<file path="config.mk">
export PLATFORM = sky130hd
export DESIGN_NAME = tff_count_ctrl
export DESIGN_NICKNAME = d
export VERILOG_FILES = /design/src/rtl/tff_ctrl_pkg.sv /design/src/rtl/tick_gen.sv /design/src/rtl/tff_count_ctrl.sv
export SDC_FILE = /design/constraint.sdc
export NUM_CORES = 1
export LEC_CHECK = 0
export ABC_CLOCK_PERIOD_IN_PS = 8500
export CAP_MARGIN = 20
export CORE_UTILIZATION = 45
export DETAILED_ROUTE_END_ITERATION = 7
export PLACE_DENSITY_LB_ADDON = 0.2
export RECOVER_POWER = 100
export SLEW_MARGIN = 20
export SYNTH_ARGS = -nofsm -noshare
export SYNTH_HDL_FRONTEND = slang
export SYNTH_SLANG_ARGS = --single-unit
</file>
<file path="constraint.sdc">
create_clock -name clk -period 8.5 [get_ports clk]
set_clock_uncertainty 0.15 [all_clocks]
set_input_delay 2.125 -clock clk [delete_from_list [all_inputs] [get_ports clk]]
set_output_delay 2.125 -clock clk [all_outputs]
set_load 0.01 [all_outputs]
</file>
<file path="src/rtl/tff_ctrl_pkg.sv">
// Shared types and constants for the TFF counter controller.
package tff_ctrl_pkg;

  typedef enum logic [1:0] {
    IDLE = 2'd0,
    RUN  = 2'd1,
    HOLD = 2'd2
  } state_t;

  // Prescaler counter width; PRESCALE ranges 1..256, so the reload value fits in 8 bits.
  localparam int PRESCALE_W = 8;

endpackage

</file>
<file path="src/rtl/tick_gen.sv">
// Prescaler: emits one tick every PRESCALE enabled cycles, frozen while en is low.
module tick_gen
  import tff_ctrl_pkg::*;
#(
  parameter int PRESCALE = 1
) (
  input  logic clk,
  input  logic reset,
  input  logic en,
  input  logic clr,
  output logic tick
);

  localparam logic [PRESCALE_W-1:0] RELOAD = PRESCALE_W'(PRESCALE - 1);

  logic [PRESCALE_W-1:0] count_reg;
  logic [PRESCALE_W-1:0] count_next;

  assign tick = en && (count_reg == '0);

  always_comb begin
    count_next = count_reg;
    if (clr) begin
      count_next = RELOAD;
    end else if (en) begin
      count_next = (count_reg == '0) ? RELOAD : count_reg - PRESCALE_W'(1);
    end
  end

  always_ff @(posedge clk or negedge reset) begin
    if (!reset) begin
      count_reg <= RELOAD;
    end else begin
      count_reg <= count_next;
    end
  end

endmodule

</file>
<file path="src/rtl/tff_count_ctrl.sv">
// Drives the toggle inputs of an external TFF bank as a modulo up/down counter.
// Optional macro TFF_CTRL_SATURATE_EN: stop at the wrap point instead of wrapping.
module tff_count_ctrl
  import tff_ctrl_pkg::*;
#(
  parameter int WIDTH    = 4,
  parameter int PRESCALE = 1
) (
  input  logic             clk,
  input  logic             reset,
  input  logic             start,
  input  logic             stop,
  input  logic             hold,
  input  logic             up,
  input  logic [WIDTH-1:0] modulus,
  input  logic [WIDTH-1:0] q,
  output logic [WIDTH-1:0] t,
  output logic             busy,
  output logic             tc
);

  state_t state_reg;
  state_t state_next;
  logic   tick;
  logic   run_en;
  logic   clr;
  logic   step;
  logic   tc_reg;

  logic [WIDTH-1:0] mod_m1;
  logic [WIDTH-1:0] t_up;
  logic [WIDTH-1:0] t_dn;
  logic [WIDTH-1:0] t_comb;
  logic             up_wrap;
  logic             down_wrap;
  logic             wrap;

  // The prescaler sits at its reload value throughout IDLE, so entering RUN restarts the phase.
  assign run_en = (state_reg == RUN);
  assign clr    = (state_reg == IDLE);

  tick_gen #(
    .PRESCALE(PRESCALE)
  ) u_tick_gen (
    .clk  (clk),
    .reset(reset),
    .en   (run_en),
    .clr  (clr),
    .tick (tick)
  );

  assign step = run_en && tick;

  // modulus == 0 wraps naturally to all-ones here, giving the full 2^WIDTH range.
  assign mod_m1    = modulus - WIDTH'(1);
  assign up_wrap   = (q == mod_m1) || ((modulus != '0) && (q >= modulus));
  assign down_wrap = (q == '0);
  assign wrap      = up ? up_wrap : down_wrap;

  assign t_up[0] = 1'b1;
  assign t_dn[0] = 1'b1;
  generate
    for (genvar gi = 1; gi < WIDTH; gi++) begin : g_toggle
      assign t_up[gi] = &q[gi-1:0];
      assign t_dn[gi] = &(~q[gi-1:0]);
    end
  endgenerate

  always_comb begin
    t_comb = '0;
    if (step) begin
      if (wrap) begin
`ifdef TFF_CTRL_SATURATE_EN
        t_comb = '0;
`else
        t_comb = up ? q : (q ^ mod_m1);
`endif
      end else begin
        t_comb = up ? t_up : t_dn;
      end
    end
  end

  assign t = t_comb;

  always_comb begin
    state_next = state_reg;
    unique case (state_reg)
      IDLE: begin
        if (!stop && start) state_next = RUN;
      end
      RUN: begin
        if (stop) begin
          state_next = IDLE;
`ifdef TFF_CTRL_SATURATE_EN
        end else if (step && wrap) begin
          state_next = IDLE;
`endif
        end else if (hold) begin
          state_next = HOLD;
        end
      end
      HOLD: begin
        if (stop) begin
          state_next = IDLE;
        end else if (!hold) begin
          state_next = RUN;
        end
      end
      default: state_next = IDLE;
    endcase
  end

  always_ff @(posedge clk or negedge reset) begin
    if (!reset) begin
      state_reg <= IDLE;
      tc_reg    <= 1'b0;
    end else begin
      state_reg <= state_next;
      tc_reg    <= step && wrap;
    end
  end

  assign busy = (state_reg != IDLE);
  assign tc   = tc_reg;

endmodule

</file>
* After elaboration in Yosys (flattened, before gate mapping) *
Cells that the tools add are included.
Widths: inputs -> output; s select.

word-level totals
  flip-flop bits (word level) = 11
  bits of input ports = 14
  output and inout port bits = 6
  logic and storage cells = 48

cells by class
  $add $sub $neg = 2
  magnitude comparators = 1
  eq/ne operators = 6
  multiplexer cells = 14
  bitwise logic cells = 4
  reductions and logical operators = 18

operators with widths
  operator             number
  $mux 8               3
  $mux 4               4
  $mux 2               5
  $reduce_and 3->1     3
  $logic_not 8->1      1
  $sub 8x1->8 const B  1
  $ne 3x3->1 const B   2
  $pmux 2 s3           1
  $logic_and 1x1->1    5
  $eq 4x4->1           1
  $ge 4x4->1           1
  $logic_not 4->1      1
  $reduce_and 2->1     2
  $reduce_bool 2->1    2
  $reduce_bool 4->1    1
  $sub 4x1->4 const B  1
  $xor 4x4->4          1
  $not 3->3            1
  $eq 2x1->1 const B   1
  $eq 2x2->1 const B   1
  $logic_not 2->1      1
  $ne 2x1->1 const B   1
  $not 2->2            1
  $logic_not 1->1      1
  3 further kinds      3

* Logic depth before layout (Yosys ltp) *
Gate-level depths: netlist of the first run.

  depth after elaboration = 6
  gate-level depth with buffers = 8

* Modules after synthesis *
Synthesis of the first run repeated with hierarchy kept, for this count alone.

unflattened totals
  cells, all modules = 117
  area total of the unflattened synthesis = 1006.0 µm²

modules (own cells, without submodules)
  module          instances  cells each  area an instance (µm²)  sequential area each (µm²)
  tff_count_ctrl  1          64          520.5                   75.1
  tick_gen        1          53          485.5                   200.2

* Worst setup path after synthesis of the first run *
Ideal clock, no wire load.

  path type = input to output
  start point = in q[0]
  end point = out t[1]
  arrival = 3683 ps
  setup slack = 2542 ps
  stages = 7
  path buffers = 0
  path through = inv_1 -> ha_1 -> nand2b_1 -> a2111oi_2 -> o22ai_1 -> or3_1 -> a21oi_1

on the way
  cells in the longest elaborated chain, start to end = 6
  elaborated cells on any way between the ends = 10
  those cells by class = 1 x order compare; 1 x eq/ne; 4 x mux; 1 x bitwise; 3 x reduce/logical

ends and longest elaborated chain
  what                line                  text
  start: declaration  tff_count_ctrl.sv:16  input logic [WIDTH-1:0] q,
  $ge 4x4->1          tff_count_ctrl.sv:56  assign up_wrap = (q == mod_m1) || ((modulus != '0) && (q >= modulus));
  $logic_and 1x1->1   tff_count_ctrl.sv:56
  $logic_or 1x1->1    tff_count_ctrl.sv:56
  $mux 1              tff_count_ctrl.sv:58  assign wrap = up ? up_wrap : down_wrap;
  $mux 4 (*)          tff_count_ctrl.sv:72  if (wrap) begin
  $mux 4 (*)          tff_count_ctrl.sv:71  if (step) begin
  end: declaration    tff_count_ctrl.sv:17  output logic [WIDTH-1:0] t,

Mark *: on every way between the ends. The rest lies on a longest branch, timed or not.

* Worst setup path in the final report of the first run *
Ends and elaborated chain as after synthesis.

==> impl_metrics.toml, run 1 <==
[floorplanning]
die-area_um2 = 2270
die_y_um = 47.7
core_um2 = 1960
start_util_pct = 47.9
pin_count = 20
rows = 16
die_w_um = 47.7

[sta]
fin_setup_tns_ns = 0
rsz0062_at_grt = "no"
fin_ws_ns = 0.976
min_period_ns = 7.52
final-setup-viol-count = 0
slew-limit-headroom_pct = 2.44
max_freq_ghz = 0.133
finalCritPeriodShare_pct = 88.5
hold_viol = 0
worstMarginPinSlew_ns = 1.44
slew_viol_final = 0

[synthesis]
async_flop_share_pct = 100
yosys_most_used_dff = "dfrtp_1"
synth_xor_area_share_pct = 11.7
ys_warn_count = 0
yosysUniqueCellTypes = 40
synth_top_family_by_area = "compound AO/OA/AOI/OAI gates"
synthCells = 112
synth_compound_area_share_pct = 22.8
syn_avg_cell_area_um2 = 8.39
yosysSeqAreaShare_pct = 29.3
muxShareOfSynthArea_pct = 1.07
synth.cell_area_um2 = 940
synth_edf_count = 0
syn_nets = 132
synth_simple_gate_area_share_pct = 22.0
synth_seq_cells = 11
synth_adder_area_share_pct = 7.99

[routing]
met2_wirelength_mm = 1.03
met3_length_um = 46
via_per_inst = 5.51
wl_met1_um = 859
post-route-drc-count = 0
wl_per_cell_um = 12.6
via_count = 870
drt_iter0_drc = 8
dr.pass1.iters = 4
wirelength_mm = 1.99
top_layer_used = "met4"
drtAntennaViolNets = 0

[placement]
place_congestion = 0.775
dpl.hpwl_mm = 1.58
pre_cts_slack_ns = 1.32
portBuffers = 19
placedInstanceArea_um2 = 1140

[clock_network]
cts_tree = "done"
clk_path_buf_depth = 2
clk_latency_ns = 0.26
root_buffer = "clkbuf_4"
cts_hold_buf = 0
cts_setup_buffers = 0
htreeDepth = 1
cts.sinks = 11
numCtsBuffers = 3
clk_pin_slew_worst_paths_ns = 0.06
post_cts_resized = 0

[outcome]
status = "complete, no violations"

[pwr]
p_leak_nw = 0.512
ir_worst_vdd_uv = 53.6
power_density_nw_per_um2 = 110

[critical_path]
path_cells = "dlygate4sd3_1 > inv_1 > ha_1 > nand2b_1 > a2111oi_0 > o22ai_1 > or3_1 > a21oi_1 > dlygate4sd3_1"
cp.required_ns = 6.23
path_delay_family = "buffers and inverters"
cp-start-kind = "input port"
max_stage_delay_ns = 0.66
critical_path.slowest_cell = "dlygate4sd3_1"
path_buf_inv = 3
critical_path_class = "in -> out"
crit_fanout = 7
crit_path_frequent_cell = "dlygate4sd3_1"
arrival_ns = 5.25
cp-end-kind = "output pin"

[grt]
grt_first_pass_wirelength_mm = 3.15
antenna_found_initial = 0
grt.total_usage_pct = 19.6
overflow = 0
grt_max_degree = 15
grt_pass1_vias = 783

[cells_and_area]
post_route_cells_drive_above_1_share_pct = 3.82
largest_reg_flops = 8
final_area_um2 = 1150
n_fill_cell = 196
n_antenna_cell = 0
fin_util_pct = 58.8
final_nets = 152
area_growth_pct = 22.8

[min_path]
hp-class = "reg -> reg"

[run]
drv_cap = 0
## final timing paths
path	depth (start not counted)	start	endpoint	slack [ns]
min in group asynchronous	1	reset	u_tick_gen.count_reg[7]$_DFFE_PN0P_	2.11
worst min-delay path	2	u_tick_gen.count_reg[1]$_DFFE_PN0P_	u_tick_gen.count_reg[1]$_DFFE_PN0P_	0.40
worst max register to register	7	u_tick_gen.count_reg[0]$_DFFE_PN0P_	u_tick_gen.count_reg[6]$_DFFE_PN0P_	5.35
max in group asynchronous	1	reset	u_tick_gen.count_reg[1]$_DFFE_PN0P_	5.75
worst max-delay path	9	q[0]	t[1]	0.98
worst min register to register	2	u_tick_gen.count_reg[1]$_DFFE_PN0P_	u_tick_gen.count_reg[1]$_DFFE_PN0P_	0.40
## layout make-up
class                      count  area, um^2  share of cell area, %
inverter                       8        30.0                   2.60
clock buffer                   4        26.3                   2.28
tap                           27        33.8                   2.93
sequential                    11         275                   23.9
multi-input combinational     89         598                   51.8
timing repair buffer          19         190                   16.5
## through the flow
stage	hold slack [ns]	cells	power (W)
global placement	0.359	154	0.0000935
detailed placement	0.378	154	0.0000945
CTS	0.400	158	0.000129
finish	0.396	158	0.000126
floorplan	0.331	112	0.0000771
global route	0.437	158	0.000135
## Yosys cell counts, drive strengths merged (2+ instances only)
master  instances  area share, %
o41ai           2            2.7
nor2           14            5.6
nand2           4            1.6
inv             8            3.2
nor3            4            2.1
xor2            3            2.8
buf             2            1.2
nand2b          5            3.3
o21ai          14            7.5
ha              6            8.0
clkbuf          2           0.80
nor2b           2            1.3
a21oi           5            2.7
o31ai           2            1.6
dfrtp          11             29
xnor2           7            6.5
## placed cells by master, fill, tap and decap left out, types with 2 or more instances in the layout
master,netlist,final
nand2_1,4,4
nor2_1,14,14
clkbuf_4,0,3
o31ai_1,2,2
nor2b_1,2,2
ha_1,6,6
dfrtp_1,11,11
o21ai_1,6,2
xnor2_1,7,7
a21oi_1,5,5
nor3_1,4,4
xor2_1,3,3
inv_1,8,8
o21ai_0,8,12
nand2b_1,5,5
o41ai_1,1,2
clkdlybuf4s50_1,0,11
dlygate4sd3_1,0,8
## logic make-up after synthesis
logic type / after synthesis
AO/OA/AOI/OAI: 32
XOR/XNOR: 11
adder cells (fa/ha/maj): 6
buffers and inverters: 12
flip-flops: 11
multiplexers: 1
AND/OR/NAND/NOR: 39
## metal layers
layer	GRT usage, %	vias up
li1	-	442
met1	21.9	404
met2	35.9	18
met3	2.26	6
met4	10.0	0
met5	0	-
## worst reg2reg max path, delay by kind of cell (launching register included)
kind,cells,cell delay [ns]
adders and majority gates,1,0.20
buffers and inverters,1,0.09
and+or+nand+nor,2,0.65
AOI/OAI and AO/OA,3,1.48
DFF,1,0.41
## where the power goes
part	switching (W)	total, W	internal, W
clock network	0.0000167	0.0000349	0.0000181
logic	0.0000172	0.0000367	0.0000195
registers	0.00000161	0.0000548	0.0000532
total	0.0000356	0.000126	0.0000908
(Power assumes the default switching activity.)
==> inputs of run 2 (changes only) <==
--- a/config.mk
+++ b/config.mk
@@ -7,7 +7,7 @@
 export LEC_CHECK = 0
 export ABC_CLOCK_PERIOD_IN_PS = 8500
 export CAP_MARGIN = 20
-export CORE_UTILIZATION = 45
+export CORE_UTILIZATION = 53
 export DETAILED_ROUTE_END_ITERATION = 7
 export PLACE_DENSITY_LB_ADDON = 0.2
 export RECOVER_POWER = 100
==> impl_metrics.toml, run 2 (synthesis results as in run 1) <==
[sta]
final-setup-viol-count = 0
fin_ws_ns = 0.992
slew_viol_final = 0
fin_setup_tns_ns = 0
slew-limit-headroom_pct = 8.06
finalCritPeriodShare_pct = 88.3
min_period_ns = 7.51
rsz0062_at_grt = "no"
max_freq_ghz = 0.133
worstMarginPinSlew_ns = 1.36
hold_viol = 0

[clock_network]
root_buffer = "clkbuf_4"
htreeDepth = 1
cts_setup_buffers = 0
clk_pin_slew_worst_paths_ns = 0.07
numCtsBuffers = 3
clk_latency_ns = 0.27
clk_path_buf_depth = 2
post_cts_resized = 0
cts_tree = "done"
cts.sinks = 11
cts_hold_buf = 0

[run]
drv_cap = 0

[grt]
antenna_found_initial = 0
overflow = 0
met1_usage_pct = 31.5
grtUsageMet3_pct = 5.31
grt_use_met2_pct = 41.8
grt.total_usage_pct = 25.0
busiest_layer = "met2"
grt_max_degree = 15
grt_first_pass_wirelength_mm = 3.62
grt_pass1_vias = 844

[critical_path]
arrival_ns = 5.23
max_stage_delay_ns = 0.69
path_cells = "dlygate4sd3_1 > inv_1 > ha_1 > nand2b_1 > a2111oi_0 > o22ai_1 > or3_1 > a21oi_1 > dlygate4sd3_1"
crit_path_frequent_cell = "dlygate4sd3_1"
cp-start-kind = "input port"
crit_fanout = 7
cp-end-kind = "output pin"
critical_path_class = "in -> out"
crit_start = "q[0]"
path_delay_family = "buffers and inverters"
critical_path.slowest_cell = "dlygate4sd3_1"
cp.required_ns = 6.23
path_buf_inv = 3
r2r_start = "u_tick_gen.count_reg[0]$_DFFE_PN0P_"

[routing]
drtAntennaViolNets = 0
via_per_inst = 6.02
drt_iter0_drc = 18
post-route-drc-count = 0
wirelength_mm = 2.09
via_count = 885
wl_per_cell_um = 14.2
dr.pass1.iters = 6

[cells_and_area]
post_route_cells_drive_above_1_share_pct = 3.82
largest_reg_flops = 8
multi_input_area_um2 = 598
layout_common_cells = "nor2_1 (14), o21ai_0 (12), clkdlybuf4s50_1 (11), dfrtp_1 (11)"
n_antenna_cell = 0
final_common_cell = "nor2_1"
layout.area.seq_um2 = 275
area_growth_pct = 21.3
final_nets = 152
n_fill_cell = 139

[floorplanning]
rows = 14
core_um2 = 1580
die_w_um = 44.1
pin_count = 20
start_util_pct = 59.6
die-area_um2 = 1950
die_y_um = 44.1

[placement]
pre_cts_slack_ns = 1.33
dpl.hpwl_mm = 1.65
portBuffers = 19
place_congestion = 0.821

[pwr]
power_density_nw_per_um2 = 113
ir_worst_vdd_uv = 74.0
p_leak_nw = 0.512

[outcome]
status = "complete, no violations"

[min_path]
hp-start = "u_tick_gen.count_reg[4]$_DFFE_PN0P_"
hp-class = "reg -> reg"
[run 2: cell counts in the layout (fill, tap and decap cells not counted)]
Identical to the previous run, type by type.
[run 2: tightest hold or removal path, cell delays in order, from the launching register on]
cell	delay [ns]
dfrtp_1	0.36
o21ai_0	0.08
o21ai_0	0.07
[run 2: cell type report]
cell class / count / area share, %
tap: 16 / 1.76
multi-input combinational: 89 / 52.5
timing repair buffer: 19 / 16.7
sequential: 11 / 24.1
inverter: 8 / 2.63
clock buffer: 4 / 2.31
[run 2: worst paths after layout]
check                                                      endpoint  slack (ns)  depth (start not counted)
worst max-delay path                                           t[1]        0.99                          9
worst min-delay path            u_tick_gen.count_reg[4]$_DFFE_PN0P_        0.39                          2
worst max register to register  u_tick_gen.count_reg[3]$_DFFE_PN0P_        5.41                          7
worst min register to register  u_tick_gen.count_reg[4]$_DFFE_PN0P_        0.39                          2
max in group asynchronous       u_tick_gen.count_reg[4]$_DFFE_PN0P_        5.73                          1
min in group asynchronous       u_tick_gen.count_reg[3]$_DFFE_PN0P_        2.12                          1
[run 2: through the flow]
step	hold WS (ns)	util [%]	instances	area, um^2	power (W)
4_1_cts	0.400	73.4	147	1160	0.000131
2_1_floorplan	0.331	-	112	940	0.0000771
3_5_place_dp	0.385	71.7	143	1130	0.0000948
6_report	0.393	72.3	147	1140	0.000128
3_3_place_gp	0.373	71.7	143	1130	0.0000934
5_1_grt	0.442	72.3	147	1140	0.000136
[run 2: report_power, final]
group | internal [W] | total [W] | switching [W]
registers | 0.0000531 | 0.0000547 | 0.00000156
clock network | 0.0000182 | 0.0000363 | 0.0000181
logic | 0.0000194 | 0.0000372 | 0.0000178
[run 2: routing by layer]
metal  share of wire (%)  wire [um]
met5                   0          0
met4                 2.3         48
met3                 4.2         88
met2                  50       1040
met1                  44        919
